`config.mk`:
```
export PLATFORM = sky130hd
export DESIGN_NAME = act_stream_tx
export DESIGN_NICKNAME = d
export VERILOG_FILES = /design/src/rtl/act_stream_tx.sv
export SDC_FILE = /design/constraint.sdc
export NUM_CORES = 1
export LEC_CHECK = 0
export BUFFER_PORTS_ARGS = -buffer_cell sky130_fd_sc_hd__buf_4
export CORE_ASPECT_RATIO = 0.8
export CORE_MARGIN = 2
export CORE_UTILIZATION = 40
export DETAILED_ROUTE_END_ITERATION = 8
export PLACE_DENSITY_LB_ADDON = 0.25
export REMOVE_ABC_BUFFERS = 1
export SLEW_MARGIN = 20
export SYNTH_ARGS = -nofsm -noshare
export SYNTH_HDL_FRONTEND = slang
export SYNTH_SLANG_ARGS = --single-unit
```
`constraint.sdc`:
```
create_clock -name clk -period 7.2 [get_ports clk]
set_input_delay 1.08 -clock clk [delete_from_list [all_inputs] [get_ports clk]]
set_output_delay 1.08 -clock clk [all_outputs]
set_load 0.005 [all_outputs]
```
`src/rtl/act_stream_tx.sv`:
```
// Activation stream transmitter: requantizes signed accumulator words to DATA_WIDTH-bit activations
// (bias, rounding shift, ReLU/saturation) and tags each with a sequential address and a last flag.
module act_stream_tx #(
  parameter int unsigned DATA_WIDTH    = 8,
  parameter int unsigned ACC_WIDTH     = 32,
  parameter int unsigned ADDRESS_WIDTH = 10,
  parameter int unsigned SHIFT_WIDTH   = 5
) (
  input  logic                     clk,
  input  logic                     rst,
  input  logic                     cfg_start_i,
  input  logic [ADDRESS_WIDTH:0]   cfg_map_size_i,
  input  logic [ACC_WIDTH-1:0]     cfg_bias_i,
  input  logic [SHIFT_WIDTH-1:0]   cfg_shift_i,
  input  logic                     cfg_relu_en_i,
  input  logic                     acc_valid_i,
  input  logic [ACC_WIDTH-1:0]     acc_data_i,
  output logic                     acc_ready_o,
  output logic                     act_valid_o,
  output logic                     act_last_o,
  output logic [DATA_WIDTH-1:0]    act_result_o,
  output logic [ADDRESS_WIDTH-1:0] act_result_address_o,
  output logic                     busy_o,
  output logic                     done_o
);

  localparam int unsigned SUM_W = ACC_WIDTH + 1;
  localparam int unsigned RND_W = ACC_WIDTH + 2;
  localparam int unsigned CNT_W = ADDRESS_WIDTH + 1;

  localparam logic signed [RND_W-1:0] UMAX = RND_W'((1 << DATA_WIDTH) - 1);
  localparam logic signed [RND_W-1:0] SMAX = RND_W'((1 << (DATA_WIDTH - 1)) - 1);
  localparam logic signed [RND_W-1:0] SMIN = ~SMAX;

  typedef enum logic [1:0] {IDLE, RUN, FLUSH, DONE} state_t;

  state_t                  state_q, state_d;
  logic [CNT_W-1:0]        size_m1_q;
  logic [CNT_W-1:0]        cnt_q;
  logic [ACC_WIDTH-1:0]    bias_q;
  logic [SHIFT_WIDTH-1:0]  shift_q;
  logic                    relu_q;

  logic                    v1_q;
  logic                    last1_q;
  logic [SUM_W-1:0]        sum_q;
  logic [ADDRESS_WIDTH-1:0] addr1_q;

  logic                    start_c;
  logic                    accept_c;
  logic                    last_acc_c;
  logic signed [RND_W-1:0] rnd_c;
  logic signed [RND_W-1:0] ext_c;
  logic signed [RND_W-1:0] r_c;
  logic [DATA_WIDTH-1:0]   res_c;

  assign start_c    = (state_q == IDLE) & cfg_start_i & (cfg_map_size_i != '0);
  assign accept_c   = (state_q == RUN) & acc_valid_i;
  assign last_acc_c = accept_c & (cnt_q == size_m1_q);

  // Next-state logic
  always_comb begin
    state_d = state_q;
    case (state_q)
      IDLE:    if (start_c) state_d = RUN;
      RUN:     if (last_acc_c) state_d = FLUSH;
      FLUSH:   if (act_last_o) state_d = DONE;
      DONE:    state_d = IDLE;
      default: state_d = IDLE;
    endcase
  end

  // Round-half-up shift at ACC_WIDTH+2, then clamp to the selected output range
  always_comb begin
    rnd_c = '0;
    if (shift_q != '0) rnd_c = RND_W'(1) << (shift_q - SHIFT_WIDTH'(1));
    ext_c = $signed({sum_q[SUM_W-1], sum_q}) + rnd_c;
    r_c   = ext_c >>> shift_q;
    res_c = r_c[DATA_WIDTH-1:0];
    if (relu_q) begin
      if (r_c[RND_W-1])   res_c = '0;
      else if (r_c > UMAX) res_c = UMAX[DATA_WIDTH-1:0];
    end else begin
      if (r_c > SMAX)      res_c = SMAX[DATA_WIDTH-1:0];
      else if (r_c < SMIN) res_c = SMIN[DATA_WIDTH-1:0];
    end
  end

  always_ff @(posedge clk) begin
    if (rst) begin
      state_q              <= IDLE;
      acc_ready_o          <= 1'b0;
      busy_o               <= 1'b0;
      done_o               <= 1'b0;
      size_m1_q            <= '0;
      cnt_q                <= '0;
      bias_q               <= '0;
      shift_q              <= '0;
      relu_q               <= 1'b0;
      v1_q                 <= 1'b0;
      last1_q              <= 1'b0;
      sum_q                <= '0;
      addr1_q              <= '0;
      act_valid_o          <= 1'b0;
      act_last_o           <= 1'b0;
      act_result_o         <= '0;
      act_result_address_o <= '0;
    end else begin
      state_q     <= state_d;
      acc_ready_o <= (state_d == RUN);
      busy_o      <= (state_d != IDLE);
      done_o      <= (state_d == DONE);

      if (start_c) begin
        size_m1_q <= cfg_map_size_i - CNT_W'(1);
        bias_q    <= cfg_bias_i;
        shift_q   <= cfg_shift_i;
        relu_q    <= cfg_relu_en_i;
        cnt_q     <= '0;
      end else if (accept_c) begin
        cnt_q <= cnt_q + CNT_W'(1);
      end

      // Stage 1: bias add, widened so it cannot overflow
      v1_q <= accept_c;
      if (accept_c) begin
        sum_q   <= $signed({acc_data_i[ACC_WIDTH-1], acc_data_i}) +
                   $signed({bias_q[ACC_WIDTH-1], bias_q});
        addr1_q <= cnt_q[ADDRESS_WIDTH-1:0];
        last1_q <= (cnt_q == size_m1_q);
      end

      // Stage 2: requantized output, zeroed when not valid
      act_valid_o          <= v1_q;
      act_last_o           <= v1_q & last1_q;
      act_result_o         <= v1_q ? res_c : '0;
      act_result_address_o <= v1_q ? addr1_q : '0;
    end
  end

endmodule

```
==> results by group <==
Status
  • Status: finished clean

Die
  • Die width: 192 um
  • Starting Density: 40.3%
  • Die ar.: 29700 sq um
  • Rows: 55
  • CORE AREA: 28100 sq um
  • Die Height: 154 um
  • I/O Pins: 108

Place
  • GP Congestion: 1.00
  • Detailed Place HPWL: 29500 um
  • Post-place setup slack: 1140 ps
  • I/O Buffers: 107

Power
  • Leakage Power: 0.00541 uW
  • Clock power frac: 39.8%
  • Tot Pwr: 2340 uW
  • Pwr/cell area: 179 nW/um^2
  • Sw frac: 34.7%
  • Share of total power in combinational logic: 27.0%
  • Seq pwr share: 33.2%
  • Switching power: 815 uW
  • Worst vdd ir: 0.162 mV
  • Total internal power: 1530 uW

Global routing
  • Total track usage: 26.5%
  • Antenna violations before repair: 0
  • First-pass GRT wire length: 61600 um
  • Pin count of the biggest net entering global routing: 70
  • GRT overflow: 0
  • Number of global-route vias before repair: 10700

STA
  • Minimum clock period: 6240 ps
  • Final Worst Setup Slack: 963 ps
  • Clock Skew: 18.7 ps
  • Worst-Margin Slew: 977 ps
  • Endpoints failing setup: 0
  • Final Cycle Share: 86.6%
  • Worst rel slew slack: 34.7%
  • Fmax: 0.160 GHz
  • Final Hold Fails: 0
  • RSZ-0062 raised after global routing: false
  • Max Slew Vio Count: 0
  • TNS Setup: 0 ps

Setup path
  • Worst EP arrival: 6580 ps
  • CP startpoint kind: register
  • R2R Setup Slk: 960 ps
  • Worst EP required: 7540 ps
  • Critical-path cell list: inv_1 > nand2_1 > nor3_1 > ha_1 > a21o_1 > a41oi_4 > a2111oi_2 > or3_1 > o21ai_1 > a211oi_1 > o21ai_0 > o211ai_2 > o221ai_1 > nor4_1 > nand4_1 > a2111oi_4 > a21oi_2 > o32ai_1
  • Worst Setup Path Type: reg2reg
  • Max stage delay on crit path: 570 ps
  • Crit end category: register
  • Crit path max fanout: 17
  • Crit path buf inv count: 1
  • Critical-path top delay cell: a2111oi_2
  • CP top delay family: compound AO/OA/AOI/OAI gates

Yosys
  • Post-synth EDFFs: 0
  • Synth Register Bits: 130
  • Synth async-reset ratio: 0%
  • Register area share after synthesis: 23.0%
  • Yosys synthesis warning count: 0
  • Dominant cell type by area after synthesis: dfxtp_1
  • Synth top area share: 23.0%
  • Avg Synthesized Cell Area: 7.32 sq um
  • Synthesized instance count: 1545
  • Synthesized cell area: 11300 sq um
  • Yosys cell types: 95
  • Post-synth top flop: dfxtp_1
  • Synth area leaders: dfxtp_1 23%, nand2_1 8.2%, ha_1 7.3%, a21oi_1 6.9%, nor2_1 5.3%

Clock network
  • Clock Tree Buf Depth: 2
  • TritonCTS clock tree: yes
  • Hold Buf Count CTS: 0
  • Htree depth: 4
  • Post-CTS Resized: 0
  • Clk pin slew, worst setup/hold paths: 70 ps
  • Clk_lat worst skew: 440 ps
  • Post-CTS Setup Inserts: 0
  • Num Clock Sinks: 130
  • Num CTS Buffers: 17
  • Root Buffer: clkbuf_16

Hold path
  • Worst hold path type: reg2reg

Detailed routing
  • Final WL: 38800 um
  • Drt initial violations: 854
  • Routed vias/inst: 5.86
  • DRC errors left: 0
  • Antenna viol nets, final: 0
  • First drt pass iteration count: 5
  • DR WL/cell: 19.5 um
  • Via count: 11700

Layout
  • Leading cell type in the layout, fill and taps excluded: nand2_1
  • Area grow syn2layout: 15.8%
  • Antenna cells: 0
  • Layout cells sized above 1: 15.0%
  • Nets: 1767
  • Fillers: 2858
  • Final Core Density: 46.6%
  • Register Area: 2600 sq um
  • Commonest cells after routing, fill and taps aside: 247 x nand2_1, 161 x nor2_1, 156 x a21oi_1
  • Area of the multi-input gates: 8220 sq um

Flow run
  • Number of max-cap violations: 0
[path summary, 6_finish.rpt]
check | from | endpoint | depth (start not counted)
worst min register to register | last1_q$_SDFFE_PP0P_ | act_last_o$_SDFF_PP0_ | 1
worst max-delay path | shift_q[2]$_SDFFE_PP0P_ | act_result_o[1]$_SDFF_PP0_ | 18
worst max register to register | shift_q[2]$_SDFFE_PP0P_ | act_result_o[1]$_SDFF_PP0_ | 18
worst min-delay path | last1_q$_SDFFE_PP0P_ | act_last_o$_SDFF_PP0_ | 1
[kinds of logic after synthesis]
group | after synthesis | share of synthesized area [%]
AO/OA/AOI/OAI | 464 | 28.7
buffers and inverters | 126 | 4.46
XOR/XNOR | 74 | 5.73
flip-flops | 130 | 23.0
adder cells (fa/ha/maj) | 68 | 7.65
other | 1 | 0.0331
multiplexers | 36 | 4.19
AND/OR/NAND/NOR | 646 | 26.3
[cells in the mapped netlist, drive strengths merged, types with 7 or more instances]
cell type / number
dfxtp: 130
and2: 30
a221oi: 7
o21ai: 65
clkbuf: 78
xnor2: 38
o31ai: 20
a31oi: 20
nor2: 163
and3: 17
nand3: 33
xor2: 36
nand4: 27
or2: 9
nand2: 249
a21oi: 159
nor3: 51
mux2: 8
a211oi: 39
nor4: 13
o21a: 11
nand2b: 9
buf: 17
nor2b: 15
o211ai: 22
or3: 14
a21o: 30
inv: 30
ha: 66
mux4: 7
o221ai: 9
mux2i: 21
[layout make-up]
| class | count | area share, % |
|---|---|---|
| multi-input combinational | 1289 | 62.8 |
| sequential | 130 | 19.9 |
| timing repair buffer | 145 | 8.31 |
| tap | 370 | 3.53 |
| clock buffer | 18 | 3.35 |
| clock inverter | 14 | 1.28 |
| inverter | 31 | 0.889 |
[power groups by stage]
stage	combinational (uW)	sequential (uW)	clock (uW)
2_1_floorplan	399	799	0
3_3_place_gp	626	794	0
3_5_place_dp	623	795	0
4_1_cts	626	778	954
5_1_grt	696	783	980
6_report	634	779	932
[flip-flops by register name (all words and copies together), names as in the netlist, 2 cells and up]
name	cells
act_result_address_o	10
act_result_o	8
addr1_q	10
bias_q	32
cnt_q	11
shift_q	5
size_m1_q	11
state_q	2
sum_q	33
[routing by layer]
layer  global-route usage, %  share of wire, %  up-vias  wire length, um
li1                        -                 -     5780                -
met3                    3.95               7.0       40             2700
met4                    6.87               1.8        0              691
met5                       0                 0        -                0
met2                    37.6                40      448            15600
met1                    41.2                51     5437            19800
[through the flow]
stage	hold WS [ps]	cells	instance area, sq um
after floorplan	426	1450	10900
after global placement	435	1965	12500
after detailed placement	441	1965	12500
after CTS	451	1997	13100
after global routing	467	1997	13100
final	451	1997	13100
(Power assumes the default switching activity.)
